File: src/rtl/serial_sub_pkg.sv
// Shared types and helpers for the bit-serial subtractor.
// Optional add/subtract mode is enabled by defining SERIAL_SUB_ADD_MODE_EN.
package serial_sub_pkg;

  typedef enum logic [1:0] {
    IDLE = 2'd0,
    RUN  = 2'd1,
    DONE = 2'd2
  } state_e;

  localparam logic MODE_ADD = 1'b0;
  localparam logic MODE_SUB = 1'b1;

  // Bits needed to count 0..value-1; at least 1.
  function automatic int clog2(input int value);
    int w;
    w = 1;
    while ((1 << w) < value) w++;
    return w;
  endfunction

endpackage

File: src/rtl/serial_subtractor_if.sv
// Request/result bundle for serial_subtractor.
// The mode signal exists only when SERIAL_SUB_ADD_MODE_EN is defined.
interface serial_subtractor_if #(
  parameter int WIDTH = 8
);
  logic             start;
  logic [WIDTH-1:0] a;
  logic [WIDTH-1:0] b;
`ifdef SERIAL_SUB_ADD_MODE_EN
  logic             mode;
`endif
  logic             busy;
  logic             done;
  logic [WIDTH-1:0] diff;
  logic             borrow;
  logic             ovf;

`ifdef SERIAL_SUB_ADD_MODE_EN
  modport master (output start, a, b, mode, input busy, done, diff, borrow, ovf);
  modport slave  (input start, a, b, mode, output busy, done, diff, borrow, ovf);
`else
  modport master (output start, a, b, input busy, done, diff, borrow, ovf);
  modport slave  (input start, a, b, output busy, done, diff, borrow, ovf);
`endif

endinterface

File: src/rtl/full_subtractor_bit.sv
// One-bit full subtractor cell: d = a - b - bin, bout = borrow out.
module full_subtractor_bit (
  input  logic a,
  input  logic b,
  input  logic bin,
  output logic d,
  output logic bout
);

  assign d    = a ^ b ^ bin;
  assign bout = (~a & b) | (~(a ^ b) & bin);

endmodule

File: src/rtl/serial_subtractor.sv
// Bit-serial a - b, LSB first, one full-subtractor cell plus a borrow flop.
// Define SERIAL_SUB_ADD_MODE_EN to add a per-operation add/subtract mode.
module serial_subtractor
  import serial_sub_pkg::*;
#(
  parameter int WIDTH = 8
) (
  input  logic               clk,
  input  logic               rst_n,
  serial_subtractor_if.slave bus
);

  localparam int                CNT_W    = clog2(WIDTH);
  localparam logic [CNT_W-1:0]  LAST_BIT = CNT_W'(WIDTH - 1);

  state_e           state;
  logic [CNT_W-1:0] cnt;
  logic [WIDTH-1:0] a_sr;
  logic [WIDTH-1:0] b_sr;
  logic [WIDTH-1:0] res_sr;
  logic             br;
  logic             br_msb;

  logic cell_b;
  logic cell_bin;
  logic cell_d;
  logic cell_bout;
  logic br_next;

`ifdef SERIAL_SUB_ADD_MODE_EN
  logic mode_q;

  // a + b + c == a - ~b - ~c, so the subtract cell adds when b and the
  // carry are inverted around it; the flop always holds the true carry.
  always_comb begin
    // NOTE: every always_comb output gets a default first so no latch is inferred.
    cell_b   = b_sr[0];
    cell_bin = br;
    br_next  = cell_bout;
    if (mode_q == MODE_ADD) begin
      cell_b   = ~b_sr[0];
      cell_bin = ~br;
      br_next  = ~cell_bout;
    end
  end
`else
  assign cell_b   = b_sr[0];
  assign cell_bin = br;
  assign br_next  = cell_bout;
`endif

  full_subtractor_bit u_cell (
    .a    (a_sr[0]),
    .b    (cell_b),
    .bin  (cell_bin),
    .d    (cell_d),
    .bout (cell_bout)
  );

  // NOTE: sequential state uses non-blocking assignments only.
  always_ff @(posedge clk or negedge rst_n) begin
    if (!rst_n) begin
      state      <= IDLE;
      cnt        <= '0;
      // NOTE: the operand/result shifters are a few flops, not a RAM, so they reset too.
      a_sr       <= '0;
      b_sr       <= '0;
      res_sr     <= '0;
      br         <= 1'b0;
      br_msb     <= 1'b0;
`ifdef SERIAL_SUB_ADD_MODE_EN
      mode_q     <= MODE_SUB;
`endif
      bus.busy   <= 1'b0;
      bus.done   <= 1'b0;
      bus.diff   <= '0;
      bus.borrow <= 1'b0;
      bus.ovf    <= 1'b0;
    end else begin
      case (state)
        IDLE: begin
          bus.done <= 1'b0;
          bus.busy <= bus.start;
          if (bus.start) begin
            a_sr  <= bus.a;
            b_sr  <= bus.b;
`ifdef SERIAL_SUB_ADD_MODE_EN
            mode_q <= bus.mode;
`endif
            cnt   <= '0;
            br    <= 1'b0;
            state <= RUN;
          end
        end

        RUN: begin
          res_sr <= {cell_d, res_sr[WIDTH-1:1]};
          a_sr   <= {1'b0, a_sr[WIDTH-1:1]};
          b_sr   <= {1'b0, b_sr[WIDTH-1:1]};
          br     <= br_next;
          cnt    <= cnt + CNT_W'(1);
          if (cnt == LAST_BIT) begin
            // Borrow into the MSB, needed for the overflow flag.
            br_msb <= br;
            state  <= DONE;
          end
        end

        DONE: begin
          bus.diff   <= res_sr;
          bus.borrow <= br;
          bus.ovf    <= br ^ br_msb;
          bus.done   <= 1'b1;
          state      <= IDLE;
        end

        default: state <= IDLE;
      endcase
    end
  end

endmodule

File: src/flat_wrapper.sv
// flat-port wrapper written by rule: the top's interface ports become plain ports
module serial_subtractor_flat import serial_sub_pkg::*;
#(
  parameter int WIDTH = 8
)
  (clk, rst_n, bus_start, bus_a, bus_b, bus_busy, bus_done, bus_diff, bus_borrow, bus_ovf);
  serial_subtractor_if #(.WIDTH(WIDTH)) bus_i ();
  input  logic clk;
  input  logic rst_n;
  input wire logic [$bits(bus_i.start)-1:0] bus_start;
  input wire logic [$bits(bus_i.a)-1:0] bus_a;
  input wire logic [$bits(bus_i.b)-1:0] bus_b;
  output wire logic [$bits(bus_i.busy)-1:0] bus_busy;
  output wire logic [$bits(bus_i.done)-1:0] bus_done;
  output wire logic [$bits(bus_i.diff)-1:0] bus_diff;
  output wire logic [$bits(bus_i.borrow)-1:0] bus_borrow;
  output wire logic [$bits(bus_i.ovf)-1:0] bus_ovf;
  assign bus_i.start = bus_start;
  assign bus_i.a = bus_a;
  assign bus_i.b = bus_b;
  assign bus_busy = bus_i.busy;
  assign bus_done = bus_i.done;
  assign bus_diff = bus_i.diff;
  assign bus_borrow = bus_i.borrow;
  assign bus_ovf = bus_i.ovf;
  serial_subtractor #(.WIDTH(WIDTH)) u_core (.clk(clk), .rst_n(rst_n), .bus(bus_i));
endmodule
File: config.mk
export PLATFORM = sky130hd
export DESIGN_NAME = serial_subtractor_flat
export DESIGN_NICKNAME = d
export VERILOG_FILES = /design/src/rtl/serial_sub_pkg.sv /design/src/rtl/serial_subtractor_if.sv /design/src/rtl/full_subtractor_bit.sv /design/src/rtl/serial_subtractor.sv /design/src/flat_wrapper.sv
export SDC_FILE = /design/constraint.sdc
export NUM_CORES = 1
export LEC_CHECK = 0
export ABC_CLOCK_PERIOD_IN_PS = 1300
export BUFFER_PORTS_ARGS = -buffer_cell sky130_fd_sc_hd__buf_2
export CORE_UTILIZATION = 24
export CTS_CLUSTER_DIAMETER = 50
export DETAILED_ROUTE_END_ITERATION = 8
export GPL_TIMING_DRIVEN = 1
export PLACE_DENSITY = 0.43
export SETUP_SLACK_MARGIN = 0.02
export SYNTH_ARGS = -nofsm -noshare
export SYNTH_HDL_FRONTEND = slang
export SYNTH_SLANG_ARGS = --single-unit
File: constraint.sdc
create_clock -name clk -period 1.3 [get_ports clk]
set_input_delay 0.13 -clock clk [delete_from_list [all_inputs] [get_ports clk]]
set_output_delay 0.13 -clock clk [all_outputs]
set_load 0.05 [all_outputs]
Word-level counts from Yosys, hierarchy flattened

Cells that the tools add are included.

Register bits after elaboration: 43
Output and inout bits: 12
Word-level logic and storage cells: 44
Input bits: 19

Multiplexer cells: 12
Equality and inequality tests: 5
$add $sub $neg: 1
Bitwise operators: 8
Reduce and logical (&&, ||, !) cells: 6

Operators with widths:

| kind                                                                     | count |
|---|---|
| 8-bit case mux with 2 select lines                                       | 2 |
| 8-bit two-way mux                                                        | 2 |
| 3-bit case mux with 2 select lines                                       | 1 |
| 2-bit AND reduction                                                      | 3 |
| 2-bit two-way mux                                                        | 2 |
| 1-bit case mux with 2 select lines                                       | 2 |
| 2-bit case mux with 2 select lines                                       | 1 |
| 2-bit nonzero test                                                       | 2 |
| 3-bit by 1-bit adder with 3-bit output (second input constant)           | 1 |
| 3-bit == test (second input constant)                                    | 1 |
| 3-bit two-way mux                                                        | 1 |
| 1-bit bitwise XOR                                                        | 3 |
| 1-bit AND                                                                | 2 |
| 2-bit by 1-bit == test with 1-bit output (second input constant)         | 1 |
| 2-bit == test (second input constant)                                    | 1 |
| 2-bit logical NOT                                                        | 1 |
| 2-bit by 1-bit inequality test with 1-bit output (second input constant) | 1 |
| 2-bit inequality test (second input constant)                            | 1 |
| 1-bit NOT                                                                | 2 |
| 1-bit two-way mux                                                        | 1 |
| 1-bit OR                                                                 | 1 |

Depth between registers and ports, before layout

Word-level depth: 5
Depth in mapped cells: 4
Mapped depth without buffers: 4

Modules after synthesis

From an unflattened synthesis, not the netlist that was laid out.

Cells, all modules: 163
Area total of the unflattened synthesis: 1834.3 µm²

By module, submodules not included:

| module              | area an instance (µm²) | cells an instance | instances |
|---|---|---|---|
| serial_subtractor   | 1803.0                 | 159               | 1 |
| full_subtractor_bit | 31.3                   | 4                 | 1 |

Worst setup path before layout

OpenSTA, ideal clock, no wires.

Path kind: register to register
Start: reg u_core.state[0]
End: reg u_core.b_sr[5]
Stages on the path, launching flop included: 4
Arrival: 1.176 ns
Period minus slack after synthesis: 1.299 ns
Setup slack: 0.001 ns
Buffers on the path: 1
Library setup time: 0.123 ns
Required time: 1.177 ns
Cell sequence: dfrtp_1 -> buf_2 -> or4b_1 -> o221a_2

Word-level cells in the longest chain between the ends: 3

Ends and longest elaborated chain:

| what                                                                          | line                     | RTL |
|---|---|---|
| from (decl)                                                                   | serial_subtractor.sv:16  | `state_e state;` |
| from (signal assigned)                                                        | serial_subtractor.sv:63  | `state <= IDLE;` |
| from (signal assigned)                                                        | serial_subtractor.sv:92  | `state <= RUN;` |
| from (signal assigned)                                                        | serial_subtractor.sv:105 | `state <= DONE;` |
| 2-bit by 1-bit == test with 1-bit output or 2-bit logical NOT (tied branches) | serial_subtractor.sv:80  | `case (state)` |
| 2-bit nonzero test (no source line) or 2-bit inequality test (tied branches)  | --                       |  |
| 2-bit AND reduction (no source line)                                          | --                       |  |
| to (signal assigned)                                                          | serial_subtractor.sv:86  | `b_sr <= bus.b;` |
| to (signal assigned)                                                          | serial_subtractor.sv:99  | `b_sr <= {1'b0, b_sr[WIDTH-1:1]};` |
| to (decl)                                                                     | serial_subtractor.sv:19  | `logic [WIDTH-1:0] b_sr;` |

Several ways; a longest one is shown, not always the timed one.
A chain may end at the register's enable or synchronous reset.

Worst setup path after layout

Start: reg u_core.state[1]
End: reg u_core.b_sr[3]

The elaborated chain is that of the path after synthesis.

==> run_results.csv <==
group,metric,value,unit
logic_synthesis,yosys_register_bits,43,
logic_synthesis,syn_avg_cell_area,13.1,um^2
logic_synthesis,synth_xor_area_share,0.458,%
cts,clock_latency,290,ps
sta,grt_setup_unrepaired,"true",
final_layout,nets,215,
final_layout,layout-drive-gt1-share,57.7,%
power_and_ir_drop,p_leak,0.00120,uW
sta,worst_slack,-21.6,ps
logic_synthesis,synth_top_area_share,56.3,%
power_and_ir_drop,ir_drop,0.00101,V
worst_setup_path,worstPathMaxFanout,16,
worst_setup_path,path_class,"reg -> reg",
route,vias_per_cell,4.53,
sta,hold_viol_final,0,
outcome,violations,"negative setup slack",
grt,grt-ovfl-total,0,
run,cap_violations,0,
floorplanning,fp.dieArea,0.00832,mm^2
route,dr.pass1.iters,4,
route,wl_per_cell,13.7,um
sta,tns,-61.5,ps
worst_setup_path,max_stage_delay,520,ps
route,wl,4050,um
sta,finalClockSkew,9.20,ps
logic_synthesis,synth_cell_type_count,26,
route,vias,1340,
cts,clkTransAtPathRegs,80,ps
floorplanning,core,0.00773,mm^2
sta,setup-violations-final,5,
sta,post-route-period-util,102,%
sta,period_minus_slack,1320,ps
logic_synthesis,ys_seq_area_share,56.3,%
cts,tritoncts,"done",
place,hpwlAfterDp,2710,um
grt,grt_pass1_vias,1397,
power_and_ir_drop,p_total,6450,uW
cts,htree_num_levels,2,
worst_setup_path,cp_data_required_time,1480,ps
final_layout,n_antenna_cell,0,
place,port-buffer-count,30,
worst_setup_path,cp_top_family,"simple AND/OR/NAND/NOR gates",
power_and_ir_drop,powerDensity,2400,mW/mm^2
worst_setup_path,path_cells,"buf_12 -> or4b_1 -> o221a_2",
place,finalWeightedCongestion,0.723,
logic_synthesis,synth.area.mux_share,12.2,%
logic_synthesis,synth-simple-area-share,13.7,%
route,drc,0,
grt,grt_max_degree,44,
sta,max_slew.worst_pin.slew,359,ps
floorplanning,initial_core_util,24.7,%
logic_synthesis,synth_fa_ha_area_share,2.36,%
logic_synthesis,synth-compound-area-share,10.1,%
worst_setup_path,worstPathArrival,1500,ps
floorplanning,core.rowCount,32,
worst_setup_path,rr_startpoint,"u_core.state[1]",
worst_setup_path,crit_path_start_kind,"flip-flop",
logic_synthesis,synthCells,146,
worst_setup_path,endpoint_kind,"flip-flop",
final_layout,area_growth,40.6,%
cts,cts_buffers,5,
place,pre_cts_slack,-43.7,ps
worst_setup_path,path_buf_inv,1,
logic_synthesis,yosys-top-cells-area,"dfrtp_1 (56%), mux2_2 (11%), nor4b_1 (4.1%), nor3b_1 (3.9%), a211oi_1 (3.5%)",
logic_synthesis,ys_warn_count,0,
grt,antenna_found_initial,0,
logic_synthesis,synth_top_family_by_area,"simple AND/OR/NAND/NOR gates",
route,ant_nets,0,
grt,track_usage,10.1,%
floorplanning,die_h,91.2,um
worst_setup_path,cp-startpoint,"u_core.state[1]",
floorplanning,die_w,91.2,um
floorplanning,io_pins,31,
logic_synthesis,netlist_area,0.00191,mm^2
cts,cts_sinks,43,
outcome,status,"finished with violations",
sta,slew_headroom,76.1,%
sta,fmax,757,MHz
logic_synthesis,synth_top_cell_by_area,"dfrtp_1",
worst_setup_path,crit_slowest_cell,"or4b_1",
grt,grt_pass1_wl,6600,um
cts,ctsRootBufferMaster,"clkbuf_8",
logic_synthesis,syn_nets,168,
hold_path,hold_path.startpoint,"bus_a[7]",
route,drt_iter0_drc,48,
sta,maxSlewViolCount,0,
cts,clockBufferDepth,2,
hold_path,worstHoldPathType,"in -> reg",
## logic make-up (layout without fill, tap and decap cells)
logic type	Yosys count	count (layout)
DFF	43	43
and+or+nand+nor	34	34
buffers and inverters	22	70
xor gates and xnor gates	1	1
muxes	21	21
adders and majority gates	3	3
AOI/OAI and AO/OA	22	22
## stage by stage
| stage | hold slack (ps) | utilization [%] | area, um^2 | std cells |
|---|---|---|---|---|
| after global placement | 122 | 29.8 | 2300 | 284 |
| after floorplan | -166 | - | 1920 | 146 |
| after CTS | 103 | 32.0 | 2480 | 295 |
| after detailed placement | 130 | 29.8 | 2300 | 284 |
| after global routing | 135 | 34.8 | 2690 | 296 |
| final | 113 | 34.8 | 2690 | 296 |
## worst paths after layout
kind,slack (ps),cells past startpoint,end
worst min register to register,490,2,u_core.bus.done
worst max-delay path,-20,3,u_core.b_sr[3]
max in group asynchronous,730,3,u_core.state[0]
worst min-delay path,110,2,u_core.a_sr[7]
min in group asynchronous,340,3,u_core.bus.diff[7]
worst max register to register,-20,3,u_core.b_sr[3]
## final cells by class
cell class | count | area (um^2)
clock buffer | 5 | 68.8
clock inverter | 3 | 43.8
fill | 789 | 5040
inverter | 11 | 41.3
multi-input combinational | 81 | 953
sequential | 43 | 1080
tap | 102 | 128
timing repair buffer | 51 | 374
## routing by layer
| metal | global-route usage [%] | wire length (um) | vias to the layer above |
|---|---|---|---|
| met5 | 0 | 0 | - |
| met4 | 3.17 | 33 | 0 |
| met3 | 3.10 | 180 | 4 |
| met2 | 15.8 | 1990 | 30 |
| met1 | 13.4 | 1840 | 680 |
| li1 | - | - | 626 |
## layout by cell type (no fill, tap or decap), types with 2 or more instances in the layout
cell | synthesis | routed
mux2_4 | 0 | 3
clkbuf_8 | 0 | 5
nand2b_1 | 4 | 4
nor4b_2 | 0 | 4
mux2i_1 | 2 | 2
buf_6 | 0 | 7
mux2_2 | 19 | 16
dfrtp_1 | 43 | 42
a22o_1 | 3 | 3
buf_2 | 8 | 30
buf_12 | 0 | 3
nand2_1 | 2 | 2
a211oi_2 | 0 | 8
nor3b_2 | 0 | 5
o221a_2 | 5 | 4
inv_1 | 11 | 11
nor4b_4 | 0 | 5
or4b_1 | 5 | 4
buf_4 | 0 | 10
nor3b_1 | 10 | 5
## worst reg2reg max path, stage by stage, from the launching register on
cell	delay [ps]
dfrtp_1	400
buf_12	150
or4b_1	520
o221a_2	140
## state kept, by name, summed over array words and instances, names as in the netlist, 2 cells and up
name	cells
u_core.state	2
u_core.cnt	3
u_core.b_sr	8
u_core.res_sr	8
u_core.bus.diff	8
u_core.a_sr	8
## synthesized netlist by cell type
library cell,instances
mux2_2,19
and2_1,1
buf_2,8
dfrtp_1,43
ha_1,2
mux2i_1,2
nor2_1,1
a32o_1,1
o221a_2,5
o21ba_2,1
nand2_1,2
a211oi_1,9
a22o_1,3
clkbuf_1,3
a21oi_1,1
or4b_1,5
xor2_1,1
nor3b_1,10
inv_1,11
nand3b_1,1
nand2b_1,4
o21bai_1,1
and2b_1,1
nor4b_1,9
fa_1,1
a221o_1,1
## power breakdown
| group | switching [uW] | internal, uW | leakage, uW |
|---|---|---|---|
| Sequential | 397 | 1960 | 0.000511 |
| Clock | 454 | 572 | 0.0000581 |
| Combinational | 1570 | 1490 | 0.000632 |
| Total | 2430 | 4020 | 0.00120 |
## repair_timing
item                                    in CTS  in global routing
cloned                                       0                  0
pin swaps                                    5                  5
endpoints found under the hold margin       43                  0
endpoints found under the setup margin      11                 34
hold buffers                                 1                  0
gates resized for setup                      9                 36
buffers inserted                             2                  1
(Power assumes the default switching activity.)
